**config.mk**
```make
export PLATFORM = sky130hd
export DESIGN_NAME = clock_display_scan
export DESIGN_NICKNAME = d
export VERILOG_FILES = /design/src/rtl/clock_disp_pkg.sv /design/src/rtl/bin2bcd_2d.sv /design/src/rtl/clock_display_scan.sv
export SDC_FILE = /design/constraint.sdc
export NUM_CORES = 1
export LEC_CHECK = 0
export CAP_MARGIN = 20
export CORE_ASPECT_RATIO = 1.1
export CORE_UTILIZATION = 45
export DETAILED_ROUTE_END_ITERATION = 10
export PLACE_DENSITY_LB_ADDON = 0.05
export RECOVER_POWER = 50
export SYNTH_ARGS = -nofsm -noshare
export SYNTH_HDL_FRONTEND = slang
export SYNTH_SLANG_ARGS = --single-unit
```
**constraint.sdc**
```tcl
create_clock -name clk -period 6.6 [get_ports clk]
set_clock_uncertainty 0.05 [all_clocks]
set_input_delay 1.32 -clock clk [delete_from_list [all_inputs] [get_ports clk]]
set_output_delay 1.32 -clock clk [all_outputs]
set_load 0.05 [all_outputs]
```
**src/rtl/clock_disp_pkg.sv**
```systemverilog
// ============================================================================
// Module : clock_disp_pkg
// Brief  : Segment codes, field limits and digit-slot enum for the clock scanner.
// Rev    : 1.0
// ============================================================================
`default_nettype none

package clock_disp_pkg;

  // Segment patterns are gfedcba, active-low
  localparam logic [6:0] C_SEG_0     = 7'b1000000;
  localparam logic [6:0] C_SEG_1     = 7'b1111001;
  localparam logic [6:0] C_SEG_2     = 7'b0100100;
  localparam logic [6:0] C_SEG_3     = 7'b0110000;
  localparam logic [6:0] C_SEG_4     = 7'b0011001;
  localparam logic [6:0] C_SEG_5     = 7'b0010010;
  localparam logic [6:0] C_SEG_6     = 7'b0000010;
  localparam logic [6:0] C_SEG_7     = 7'b1111000;
  localparam logic [6:0] C_SEG_8     = 7'b0000000;
  localparam logic [6:0] C_SEG_9     = 7'b0010000;
  localparam logic [6:0] C_SEG_DASH  = 7'b0111111;
  localparam logic [6:0] C_SEG_BLANK = 7'b1111111;

  localparam int C_SEC_MAX = 59;
  localparam int C_MIN_MAX = 59;
  localparam int C_HR_MAX  = 23;

  typedef enum logic [2:0] {
    DIG_SEC_U = 3'd0,
    DIG_SEC_T = 3'd1,
    DIG_MIN_U = 3'd2,
    DIG_MIN_T = 3'd3,
    DIG_HR_U  = 3'd4,
    DIG_HR_T  = 3'd5
  } digit_e;

  function automatic logic [6:0] seg_encode(input logic [3:0] bcd);
    logic [6:0] code;
    case (bcd)
      4'd0:    code = C_SEG_0;
      4'd1:    code = C_SEG_1;
      4'd2:    code = C_SEG_2;
      4'd3:    code = C_SEG_3;
      4'd4:    code = C_SEG_4;
      4'd5:    code = C_SEG_5;
      4'd6:    code = C_SEG_6;
      4'd7:    code = C_SEG_7;
      4'd8:    code = C_SEG_8;
      4'd9:    code = C_SEG_9;
      default: code = C_SEG_DASH;
    endcase
    return code;
  endfunction

  function automatic digit_e next_digit(input digit_e d);
    return (d == DIG_HR_T) ? DIG_SEC_U : digit_e'(d + 3'd1);
  endfunction

endpackage

`default_nettype wire

```
**src/rtl/bin2bcd_2d.sv**
```systemverilog
// ============================================================================
// Module : bin2bcd_2d
// Brief  : 6-bit binary to two BCD digits with an above-LIMIT range flag.
// Rev    : 1.0
// ============================================================================
`default_nettype none

module bin2bcd_2d
  import clock_disp_pkg::*;
#(
  parameter int LIMIT = C_SEC_MAX
) (
  input  logic [5:0] bin_i,
  output logic [3:0] tens_o,
  output logic [3:0] units_o,
  output logic       oor_o
);

  logic [2:0] w_tens;
  logic [5:0] w_rem;

  // Subtractive compare chain: values never exceed 63, so tens is at most 6
  always_comb begin
    w_tens = 3'd0;
    w_rem  = bin_i;
    if (bin_i >= 6'd60) begin
      w_tens = 3'd6;
      w_rem  = bin_i - 6'd60;
    end else if (bin_i >= 6'd50) begin
      w_tens = 3'd5;
      w_rem  = bin_i - 6'd50;
    end else if (bin_i >= 6'd40) begin
      w_tens = 3'd4;
      w_rem  = bin_i - 6'd40;
    end else if (bin_i >= 6'd30) begin
      w_tens = 3'd3;
      w_rem  = bin_i - 6'd30;
    end else if (bin_i >= 6'd20) begin
      w_tens = 3'd2;
      w_rem  = bin_i - 6'd20;
    end else if (bin_i >= 6'd10) begin
      w_tens = 3'd1;
      w_rem  = bin_i - 6'd10;
    end
  end

  assign tens_o  = {1'b0, w_tens};
  assign units_o = 4'(w_rem);
  assign oor_o   = (bin_i > 6'(LIMIT));

endmodule

`default_nettype wire

```
**src/rtl/clock_display_scan.sv**
```systemverilog
// ============================================================================
// Module : clock_display_scan
// Brief  : Six-digit HH:MM:SS multiplexed 7-segment scanner with ghost blanking.
//          Optional colon blink on digits 2/4 via macro CLOCK_DISPLAY_COLON_EN.
// Rev    : 1.0
// ============================================================================
`default_nettype none

module clock_display_scan
  import clock_disp_pkg::*;
#(
  parameter int SCAN_DIV  = 50000,
  parameter int BLANK_CYC = 2
) (
  input  logic       clk,
  input  logic       rst,
  input  logic       upd,
  input  logic [5:0] sec,
  input  logic [5:0] min,
  input  logic [4:0] hr,
  output logic [5:0] an,
  output logic [6:0] seg,
  output logic       dp
);

  localparam int PW = (SCAN_DIV > 1) ? $clog2(SCAN_DIV) : 1;

  logic [PW-1:0] presc_q, presc_d;
  digit_e        idx_q, idx_d;
  logic [5:0]    sec_q, min_q;
  logic [4:0]    hr_q;
  logic [5:0]    an_q, an_d;
  logic [6:0]    seg_q, seg_d;
  logic          dp_q, dp_d;

  logic [3:0] w_sec_t, w_sec_u, w_min_t, w_min_u, w_hr_t, w_hr_u;
  logic       w_sec_oor, w_min_oor, w_hr_oor;

  bin2bcd_2d #(.LIMIT(C_SEC_MAX)) u_sec_bcd (
    .bin_i  (sec_q),
    .tens_o (w_sec_t),
    .units_o(w_sec_u),
    .oor_o  (w_sec_oor)
  );

  bin2bcd_2d #(.LIMIT(C_MIN_MAX)) u_min_bcd (
    .bin_i  (min_q),
    .tens_o (w_min_t),
    .units_o(w_min_u),
    .oor_o  (w_min_oor)
  );

  bin2bcd_2d #(.LIMIT(C_HR_MAX)) u_hr_bcd (
    .bin_i  ({1'b0, hr_q}),
    .tens_o (w_hr_t),
    .units_o(w_hr_u),
    .oor_o  (w_hr_oor)
  );

  // Outputs are registered from the next scan position so an/seg line up with the prescaler
  always_comb begin
    presc_d = presc_q + PW'(1);
    idx_d   = idx_q;
    if (presc_q == PW'(SCAN_DIV - 1)) begin
      presc_d = '0;
      idx_d   = next_digit(idx_q);
    end

    if (presc_d < PW'(BLANK_CYC)) begin
      an_d = 6'b111111;
    end else begin
      an_d = ~(6'b000001 << idx_d);
    end

    case (idx_d)
      DIG_SEC_U: seg_d = w_sec_oor ? C_SEG_DASH : seg_encode(w_sec_u);
      DIG_SEC_T: seg_d = w_sec_oor ? C_SEG_DASH : seg_encode(w_sec_t);
      DIG_MIN_U: seg_d = w_min_oor ? C_SEG_DASH : seg_encode(w_min_u);
      DIG_MIN_T: seg_d = w_min_oor ? C_SEG_DASH : seg_encode(w_min_t);
      DIG_HR_U:  seg_d = w_hr_oor  ? C_SEG_DASH : seg_encode(w_hr_u);
      DIG_HR_T:  seg_d = w_hr_oor  ? C_SEG_DASH :
                         (w_hr_t == 4'd0) ? C_SEG_BLANK : seg_encode(w_hr_t);
      default:   seg_d = C_SEG_BLANK;
    endcase

`ifdef CLOCK_DISPLAY_COLON_EN
    dp_d = !(((idx_d == DIG_MIN_U) || (idx_d == DIG_HR_U)) && !sec_q[0]);
`else
    dp_d = 1'b1;
`endif
  end

  always_ff @(posedge clk) begin
    if (!rst) begin
      presc_q <= '0;
      idx_q   <= DIG_SEC_U;
      sec_q   <= '0;
      min_q   <= '0;
      hr_q    <= '0;
      an_q    <= 6'b111111;
      seg_q   <= C_SEG_BLANK;
      dp_q    <= 1'b1;
    end else begin
      presc_q <= presc_d;
      idx_q   <= idx_d;
      if (upd) begin
        sec_q <= sec;
        min_q <= min;
        hr_q  <= hr;
      end
      an_q  <= an_d;
      seg_q <= seg_d;
      dp_q  <= dp_d;
    end
  end

  assign an  = an_q;
  assign seg = seg_q;
  assign dp  = dp_q;

endmodule

`default_nettype wire

```
# [Word-level counts from Yosys, hierarchy flattened]
# Memory sizes are Yosys's and may differ from the RTL's.
# Index checks and enable logic that the tools add are counted.
[word_totals] ff_bits=49 romBits=672 inputBits=20 out_inout_bits=14 mem_count=6
[mem_list] name="(no name shown)" depth=16 word_bits=7 read_ports=1 rd_ports_with_merged_regs=0 write_ports=0 line_no="clock_disp_pkg.sv:39" source="case (bcd)"
[mem_list] name="(no name shown)" depth=16 word_bits=7 read_ports=1 rd_ports_with_merged_regs=0 write_ports=0 line_no="clock_disp_pkg.sv:39"
[mem_list] name="(no name shown)" depth=16 word_bits=7 read_ports=1 rd_ports_with_merged_regs=0 write_ports=0 line_no="clock_disp_pkg.sv:39"
[mem_list] name="(no name shown)" depth=16 word_bits=7 read_ports=1 rd_ports_with_merged_regs=0 write_ports=0 line_no="clock_disp_pkg.sv:39"
[mem_list] name="(no name shown)" depth=16 word_bits=7 read_ports=1 rd_ports_with_merged_regs=0 write_ports=0 line_no="clock_disp_pkg.sv:39"
[mem_list] name="(no name shown)" depth=16 word_bits=7 read_ports=1 rd_ports_with_merged_regs=0 write_ports=0 line_no="clock_disp_pkg.sv:39"
[op_classes] add_sub_neg=20 order_cmp=22 eq_ne=7 n_shift=1 n_mux=47 n_bitwise=2 reduce_logical=3
[ops] operator="2-to-1 mux 4 bit" n=18
[ops] operator="2-to-1 mux 3 bit" n=17
[ops] operator="2-to-1 mux 7 bit" n=7
[ops] operator="subtractor 4 bit (second input constant)" n=12
[ops] operator="case mux 7 bit (6 select lines)" n=1
[ops] operator=">= comparator 6 bit (second input constant)" n=6
[ops] operator=">= comparator 6 x 5 -> 1 bit (second input constant)" n=4
[ops] operator=">= comparator 5 x 6 -> 1 bit (second input constant)" n=3
[ops] operator="adder 16 x 1 -> 16 bit (second input constant)" n=1
[ops] operator="== test 16 bit (second input constant)" n=1
[ops] operator="< comparator 16 x 2 -> 1 bit (second input constant)" n=1
[ops] operator="2-to-1 mux 16 bit" n=1
[ops] operator=">= comparator 6 x 4 -> 1 bit (second input constant)" n=2
[ops] operator="> comparator 6 bit (second input constant)" n=2
[ops] operator="subtractor 4 x 2 -> 4 bit (second input constant)" n=3
[ops] operator="subtractor 4 x 3 -> 4 bit (second input constant)" n=3
[ops] operator=">= comparator 5 bit (second input constant)" n=2
[ops] operator="== test 3 bit (second input constant)" n=3
[ops] operator="== test 3 x 2 -> 1 bit (second input constant)" n=2
[ops] operator="NOT 6 bit" n=1
[ops] operator="<< shifter 1 x 3 -> 6 bit (first input constant)" n=1
[ops] operator=">= comparator 5 x 4 -> 1 bit (second input constant)" n=1
[ops] operator="> comparator 5 bit (second input constant)" n=1
[ops] operator="zero test 4 bit" n=1
[ops] operator="6 further kinds" n=8

# [Longest topological paths before layout]
# Gate-level depths: netlist of the first run.
[logic_depth] word_depth=11 depth_mapped=15

# [Hierarchy]
# Synthesis of the first run repeated with hierarchy kept, for this count alone.
[hier_totals] cells_unflattened=778 area_unflattened_um2=6019.5
[by_module_without_submodules] mod="clock_display_scan" instances=1 cells_each=563 area_per_inst_um2=4280.4 seq_area_each_um2=980.9
[by_module_without_submodules] mod="bin2bcd_2d (u_min_bcd ...)" instances=2 cells_each=67 area_per_inst_um2=519.2 seq_area_each_um2=0.0
[by_module_without_submodules] mod="bin2bcd_2d (u_hr_bcd)" instances=1 cells_each=81 area_per_inst_um2=700.7 seq_area_each_um2=0.0

# [Worst setup path after synthesis of the first run]
# OpenSTA, ideal clock, no wires.
[synth_timing] kind="reg-to-reg" from="reg min_q[3]" to="reg seg_q[3] (netlist: seg[3])" arrival_time_ns=2.852 slack_ns=3.562 path_stages_with_launch=13 synth_period_minus_slack_ns=3.038 cell_sequence="dfxtp_1 clkbuf_1 inv_1 ha_1 a21bo_2 o21ai_1 a211oi_1 a211oi_1 inv_1 ha_1 and3_1 a221oi_1 o211ai_1"
[synth_between] elab_chain_len=10 word_cells_on_any_way=30 classes_between="6 x add/sub; 7 x order compare; 15 x mux; 2 x memory"
[synth_rtl] element="start: declaration" line_no="clock_display_scan.sv:30" source="logic [5:0] sec_q, min_q;"
[synth_rtl] element="start signal: assignment" line_no="clock_display_scan.sv:108" source="min_q <= min;"
[synth_rtl] element=">= comparator 6 x 4 -> 1 bit or subtractor 4 bit (tied branches)" line_no="bin2bcd_2d.sv:41, bin2bcd_2d.sv:43"
[synth_rtl] element="2-to-1 mux 1 bit or 2-to-1 mux 4 bit (tied branches)" line_no="bin2bcd_2d.sv:41" source="end else if (bin_i >= 6'd10) begin"
[synth_rtl] element="2-to-1 mux 3 bit or 2-to-1 mux 4 bit (tied branches)" line_no="bin2bcd_2d.sv:38" source="end else if (bin_i >= 6'd20) begin"
[synth_rtl] element="2-to-1 mux 3 bit or 2-to-1 mux 4 bit (tied branches)" line_no="bin2bcd_2d.sv:35" source="end else if (bin_i >= 6'd30) begin"
[synth_rtl] element="2-to-1 mux 3 bit or 2-to-1 mux 4 bit (tied branches)" line_no="bin2bcd_2d.sv:32" source="end else if (bin_i >= 6'd40) begin"
[synth_rtl] element="2-to-1 mux 3 bit or 2-to-1 mux 4 bit (tied branches)" line_no="bin2bcd_2d.sv:29" source="end else if (bin_i >= 6'd50) begin"
[synth_rtl] element="2-to-1 mux 3 bit or 2-to-1 mux 4 bit (tied branches)" line_no="bin2bcd_2d.sv:26" source="if (bin_i >= 6'd60) begin"
[synth_rtl] element="memory read (16 x 7 bit)"
[synth_rtl] element="2-to-1 mux 7 bit, on equally long branches" line_no="clock_display_scan.sv:79, clock_display_scan.sv:78"
[synth_rtl] element="case mux 7 bit (6 select lines) *" line_no="clock_display_scan.sv:75" source="case (idx_d)"
[synth_rtl] element="end signal: assignment" line_no="clock_display_scan.sv:112" source="seg_q <= seg_d;"
[synth_rtl] element="end: declaration" line_no="clock_display_scan.sv:33" source="logic [6:0] seg_q, seg_d;"
# Mark *: on every way between the ends. The rest lies on a longest branch, timed or not.
# A chain may end at the register's enable or synchronous reset.

# [Worst setup path after layout of the first run]
[layout_timing] from="reg presc_q[0]" to="reg seg_q[4] (netlist: seg[4])"
[layout_between] elab_chain_len=4 word_cells_on_any_way=9 classes_between="6 x eq/ne; 2 x mux; 1 x reduce/logical"
[layout_rtl] element="start: declaration" line_no="clock_display_scan.sv:28" source="logic [PW-1:0] presc_q, presc_d;"
[layout_rtl] element="start signal: assignment" line_no="clock_display_scan.sv:104" source="presc_q <= presc_d;"
[layout_rtl] element="== test 16 bit *" line_no="clock_display_scan.sv:64" source="if (presc_q == PW'(SCAN_DIV - 1)) begin"
[layout_rtl] element="2-to-1 mux 3 bit *" line_no="clock_display_scan.sv:64"
[layout_rtl] element="== test 3 bit (tied with other cells)" line_no="clock_display_scan.sv:75"
[layout_rtl] element="case mux 7 bit (6 select lines) *" line_no="clock_display_scan.sv:75"
# Marked as above.

==> flow_summary_export.csv, run 1 <==
group,metric,value,unit
placement,io_buffers,32,
power,finalPower,0.811,mW
setup_path,worstSetupPathType,"flip-flop to flip-flop",
synthesis,synth.area.top_cells,"dfxtp_1, ha_1, mux2i_1",
power,p_switching,0.298,mW
setup_path,crit_arrival,4.46,ns
global_route,grt_pass1_wl,20.1,mm
finish,final_common_cell,"dfxtp_1",
run_status,status,"finished, violations left",
setup_path,critPathCaptureType,"flip-flop",
sta,hold_violations,0,
finish,drive_gt1_share,4.07,%
routing,drc_errors,0,
placement,dp.cells,703,
sta,hold_slack,0.440,ns
synthesis,async_flop_share,0,%
setup_path,worstPathCellList,"ha_1 > nand3_1 > nor4_1 > mux2i_1 > a311oi_1 > a211oi_1 > o311ai_1 > a2111o_1",
sta,finalCriticalPeriod,4.32,ns
power,clock_power_share,22.6,%
clock_network,cts_tree,"done",
min_path,min_path_type,"flip-flop to flip-flop",
sta,setup_tns,0,ns
floorplan,fp.dieW,98.9,µm
job,cap_viol_max_count,1,
synthesis,netlist_instances,583,
run_status,failed_checks,"max-capacitance violations, max-slew violations",
clock_network,cts_max_path_buffers,2,
synthesis,ys_warn_count,0,
power,p_int,0.513,mW
floorplan,fp.dieH,109,µm
power,switching_share,36.7,%
synthesis,synth_area,4650,µm²
power,p_seq_share,41.8,%
finish,post-route-cell-area,5030,µm²
synthesis,ys_types,84,
floorplan,core_area,9940,µm²
sta,fmax,232,MHz
sta,slew_headroom,-30.7,%
clock_network,cts_resized,0,
clock_network,ctsHoldBuffers,0,
power,ir_worst_vdd,0.0965,mV
placement,pre_cts_ws,2.90,ns
clock_network,cts_buffers,5,
setup_path,cp_data_required_time,6.74,ns
sta,setup_slack,2.28,ns
floorplan,pin_count,34,
clock_network,cts_setup_buffers,0,
finish,multi_input_comb_area,3370,µm²
routing,via_count,4397,
synthesis,synthFlopType,"dfxtp_1",
placement,place_congestion,0.879,
placement,post_dp_cell_area,4960,µm²
clock_network,cts_sinks,49,
routing,first_pass_iters,5,
clock_network,clock_latency,0.30,ns
sta,setup_viol,0,
synthesis,syn_nets,646,
setup_path,start_kind,"flip-flop",
clock_network,htreeDepth,2,
finish,final_nets,653,
routing,drtAntennaViolNets,0,
routing,drt_iter0_markers,272,
synthesis,synth_top_area_share,21.1,%
routing,via_per_inst,6.19,
placement,dp.final_hpwl,9.39,mm
power,p_comb_share,35.7,%
synthesis,ys_seq_elements,49,
sta,rsz0062_at_grt,"no",
power,powerDensity,161,nW/µm²
synthesis,synth_top_cell_by_area,"dfxtp_1",
synthesis,synth-edff-count,0,
floorplan,num_rows,38,
finish,antennaDiodeCount,0,
finish,areaGrowthSynthToFinish,8.35,%
finish,nFillCells,987,
sta,tightest_slew,1.94,ns
clock_network,clkTransAtPathRegs,0.09,ns
sta,timing.final.crit_share,65.4,%
floorplan,dieArea,10700,µm²
global_route,grt_start_max_net_pins,27,
clock_network,ctsRootBufferMaster,"clkbuf_8",
global_route,grt_usage,23.3,%
setup_path,slowest_delay,1.63,ns
finish,final_cells,710,
setup_path,cpMaxStageDelayCell,"nor4_1",
global_route,grt_pass1_vias,4166,
sta,drv_slew,12,
routing,finalWirelength,12.3,mm
floorplan,start_util,46.8,%
synthesis,avgSynthCellArea,7.97,µm²
finish,seqCellArea,981,µm²
global_route,antenna_found_initial,0,
routing,route.detailed.wl_per_inst,17.3,µm
setup_path,cp_max_fo,11,
synthesis,seq_area_frac_synth,21.1,%
power,p_leak,1.90,nW
global_route,overflow,0,
setup_path,reg2reg_slack,2.28,ns
finish,postLayoutCoreUtil,50.7,%
finish,final_cell_mix,"dfxtp_1, ha_1, nor2_1, nand2_1, inv_1",
-- final timing paths --
check             startpoint    endpoint  depth (start not counted)
setup reg to reg  presc_q[0]      seg[4]                          8
setup / recovery  presc_q[0]      seg[4]                          8
hold reg to reg   presc_q[0]  presc_q[0]                          1
hold / removal    presc_q[0]  presc_q[0]                          1
-- sequential cells by signal (all words and copies together), names as in the netlist --
name and cells:
seg 7, idx_q 3, presc_q 16, an 6, min_q 6, sec_q 6, hr_q 5
-- per-layer routing --
layer	global-route usage [%]	wire, µm	up-vias
met1	28.5	5480	2089
li1	-	-	2169
met5	0	0	-
met4	4.90	137	0
met3	3.04	561	12
met2	43.3	6130	127
-- cell usage after synthesis, drive strengths merged, types with 3 or more instances --
cell type  instances
a221oi             4
a31o               5
nor3b              6
o41ai              4
nand4              8
o21ai             28
nand3             17
nand2b             8
o2111ai            3
nor3              20
xor2               5
nor2b             27
a21o               7
ha                43
a21boi             4
and2              15
nor2              39
a2111o             3
a311oi             5
a311o              3
nand3b             3
a21oi             25
o22ai              3
a31oi             11
or3b               3
a221o              4
clkbuf            20
nand2             35
buf               12
o31ai              4
dfxtp             49
or3                7
mux2i             26
o211ai             9
o31a               3
o311ai             4
and3               7
nor4               4
inv               34
xnor2             13
a211oi             8
nand4b             5
o21a               4
-- cells by family after synthesis --
kind of cell               after synthesis  synth area share, %
AOI/OAI and AO/OA                      165                 26.4
DFF                                     49                 21.1
xor gates and xnor gates                18                 3.39
muxes                                   27                 5.84
buffers and inverters                   66                 6.03
adders and majority gates               43                 11.6
other                                    1               0.0807
and+or+nand+nor                        214                 25.5
-- critical path: cells and delay by family (launching register included) --
family | cells | cell delay, ns
compound gates | 4 | 0.95
fa+ha+maj | 1 | 0.25
flops | 1 | 0.41
mux | 1 | 0.64
simple gates | 2 | 1.91
-- power by group through the flow --
stage / clock (mW) / combinational [mW] / sequential, mW
after floorplan: 0 / 0.191 / 0.360
after global placement: 0 / 0.286 / 0.345
after detailed placement: 0 / 0.288 / 0.346
after CTS: 0.188 / 0.290 / 0.339
after global routing: 0.202 / 0.318 / 0.342
final: 0.183 / 0.289 / 0.339
-- layout make-up --
type                       count  area share [%]
sequential                    49            19.5
clock buffer                   7            1.72
timing repair buffer          32            6.36
inverter                      34            2.54
tap                          120            2.98
multi-input combinational    468            66.9
Note: power is estimated with default switching activity, not from simulation.
==> run 2: changes to the inputs <==
==> constraint.sdc (replaced) <==
create_clock -name clk -period 4 [get_ports clk]
set_clock_uncertainty 0.05 [all_clocks]
set_input_delay 0.8 -clock clk [delete_from_list [all_inputs] [get_ports clk]]
set_output_delay 0.8 -clock clk [all_outputs]
set_load 0.05 [all_outputs]
==> run 2 against run 1 <==
The run now ends clean. Fmax is 19% higher. Critical path depth is 2 higher. Worst setup slack worse by 1.9 ns. Cell count is 0.99% higher. Sequential power is 64% higher. Utilization is 0.62 points higher. Total power is 74% higher. Non-clock buffer count is 6 higher. Clock power is 100% higher. Worst hold slack better by 0.0013 ns. Die area stayed put. Count of clock-buffer cells in the layout is 2 lower.
==> flow_summary_export.csv, run 2 (synthesis results as in run 1) <==
group,metric,value,unit
power,p_leak,1.95,nW
power,p_seq_share,39.5,%
sta,hold_violations,0,
min_path,hold_end,"presc_q[0]",
sta,fmax,276,MHz
routing,via_count,4412,
clock_network,cts_sinks,49,
floorplan,pin_count,34,
sta,drv_slew,0,
placement,dp.final_hpwl,9.32,mm
power,powerDensity,277,nW/µm²
floorplan,num_rows,38,
clock_network,ctsHoldBuffers,0,
global_route,antenna_found_initial,0,
finish,largest_register,"presc_q",
sta,setup_slack,0.381,ns
sta,timing.final.crit_share,90.5,%
power,p_switching,0.510,mW
finish,drive_gt1_share,5.03,%
floorplan,fp.dieW,98.9,µm
run_status,status,"complete, no violations",
sta,rsz0062_at_grt,"no",
finish,largest_register_ffs,16,
setup_path,reg2reg_slack,0.38,ns
routing,first_pass_iters,5,
global_route,overflow,0,
clock_network,htreeDepth,2,
floorplan,fp.dieH,109,µm
min_path,hold_depth,1,
routing,drt_iter0_markers,305,
routing,route.detailed.wl_per_inst,16.8,µm
sta,finalCriticalPeriod,3.62,ns
sta,setup_viol,0,
clock_network,cts_buffers,5,
clock_network,cts_tree,"done",
routing,finalWirelength,12.0,mm
power,switching_share,36.1,%
sta,tightest_slew,0.906,ns
clock_network,ctsRootBufferMaster,"clkbuf_8",
clock_network,cts_setup_buffers,0,
floorplan,start_util,46.8,%
clock_network,cts_resized,0,
finish,final_common_cell,"dfxtp_1",
sta,setup_tns,0,ns
setup_path,cp_max_fo,18,
floorplan,dieArea,10700,µm²
setup_path,critPathCaptureType,"flip-flop",
finish,antennaDiodeCount,0,
power,clock_power_share,26.5,%
finish,final_nets,659,
clock_network,clock_latency,0.32,ns
routing,drtAntennaViolNets,0,
placement,io_buffers,32,
routing,drc_errors,0,
setup_path,cp_data_required_time,4.15,ns
global_route,grt_pass1_wl,19.8,mm
finish,nFillCells,997,
global_route,grt_start_max_net_pins,19,
setup_path,r2r_cells,10,
setup_path,timing.rr.start,"min_q[3]",
setup_path,worstReg2RegEnd,"seg[3]",
floorplan,core_area,9940,µm²
min_path,hp-start,"presc_q[0]",
setup_path,crit_arrival,3.77,ns
clock_network,cts_max_path_buffers,2,
placement,place_congestion,0.944,
job,cap_viol_max_count,0,
power,p_comb_share,34.0,%
global_route,grt_pass1_vias,4033,
finish,areaGrowthSynthToFinish,9.67,%
placement,pre_cts_ws,0.471,ns
clock_network,clkTransAtPathRegs,0.10,ns
global_route,grt_usage,22.8,%
sta,slew_headroom,39.1,%
setup_path,start_kind,"flip-flop",
finish,final_cell_mix,"dfxtp_1, ha_1, nor2_1, nand2_1, inv_1",
power,p_int,0.900,mW
routing,via_per_inst,6.15,
min_path,min_path_type,"flip-flop to flip-flop",
power,ir_worst_vdd,0.121,mV
setup_path,worstSetupPathType,"flip-flop to flip-flop",
==> run 2: cell types whose count changed in the layout (fill, tap and decap cells not counted), moves of 2 or more <==
cell             change
buf_4                +3
clkdlybuf4s50_1      +7
clkbuf_1             +2
dlygate4sd3_1        -7
==> run 2: critical path, stage by stage (launching register included) <==
cell	delay [ns]
dfxtp_1	0.70
ha_1	0.32
nor3b_1	0.31
o31a_1	0.43
a211oi_1	0.16
a211oi_1	0.47
inv_1	0.14
ha_1	0.31
and3_1	0.17
a221oi_1	0.29
o211ai_1	0.14
==> run 2: how the worst max path moves through the flow <==
stage,startpoint,endpoint,cells past startpoint
after detailed placement,min_q[3],seg[3],10
final,min_q[3],seg[3],10
after global placement,min_q[3],seg[3],10
after global routing,min_q[3],seg[3],10
after CTS,min_q[3],seg[5],12
after floorplan,min_q[3],seg[3],12
==> run 2: metal layers <==
metal	global-route usage (%)	up-vias	wire length, µm
li1	-	2187	-
met1	28.5	2038	5310
met2	39.7	157	5810
met3	2.97	30	577
met4	8.74	0	354
met5	0	-	0
==> run 2: area by class of cell <==
type                            count  area [µm²]  share of cell area [%]
Timing Repair Buffer               38         354                    6.95
Clock buffer                        5        68.8                    1.35
Clock inverter                      3        43.8                   0.860
Sequential cell                    49         981                    19.3
Inverter                           34         128                    2.50
Multi-Input combinational cell    468        3370                    66.1
Tap cell                          120         150                    2.95
==> run 2: power by group through the flow <==
stage / clock network, mW / logic (mW) / registers (mW)
2_1_floorplan: 0 / 0.315 / 0.595
3_3_place_gp: 0 / 0.473 / 0.568
3_5_place_dp: 0 / 0.474 / 0.567
4_1_cts: 0.384 / 0.478 / 0.556
5_1_grt: 0.402 / 0.526 / 0.562
6_report: 0.374 / 0.480 / 0.557
==> run 2: through the flow <==
step | utilization (%) | std cells | cell area, µm² | power (mW) | hold WS, ns
after global routing | 51.3 | 717 | 5090 | 1.49 | 0.466
after global placement | 50.4 | 709 | 5010 | 1.04 | 0.416
after CTS | 51.5 | 717 | 5120 | 1.42 | 0.447
after detailed placement | 50.4 | 709 | 5010 | 1.04 | 0.425
final | 51.3 | 717 | 5090 | 1.41 | 0.441
after floorplan | - | 583 | 4650 | 0.910 | 0.391
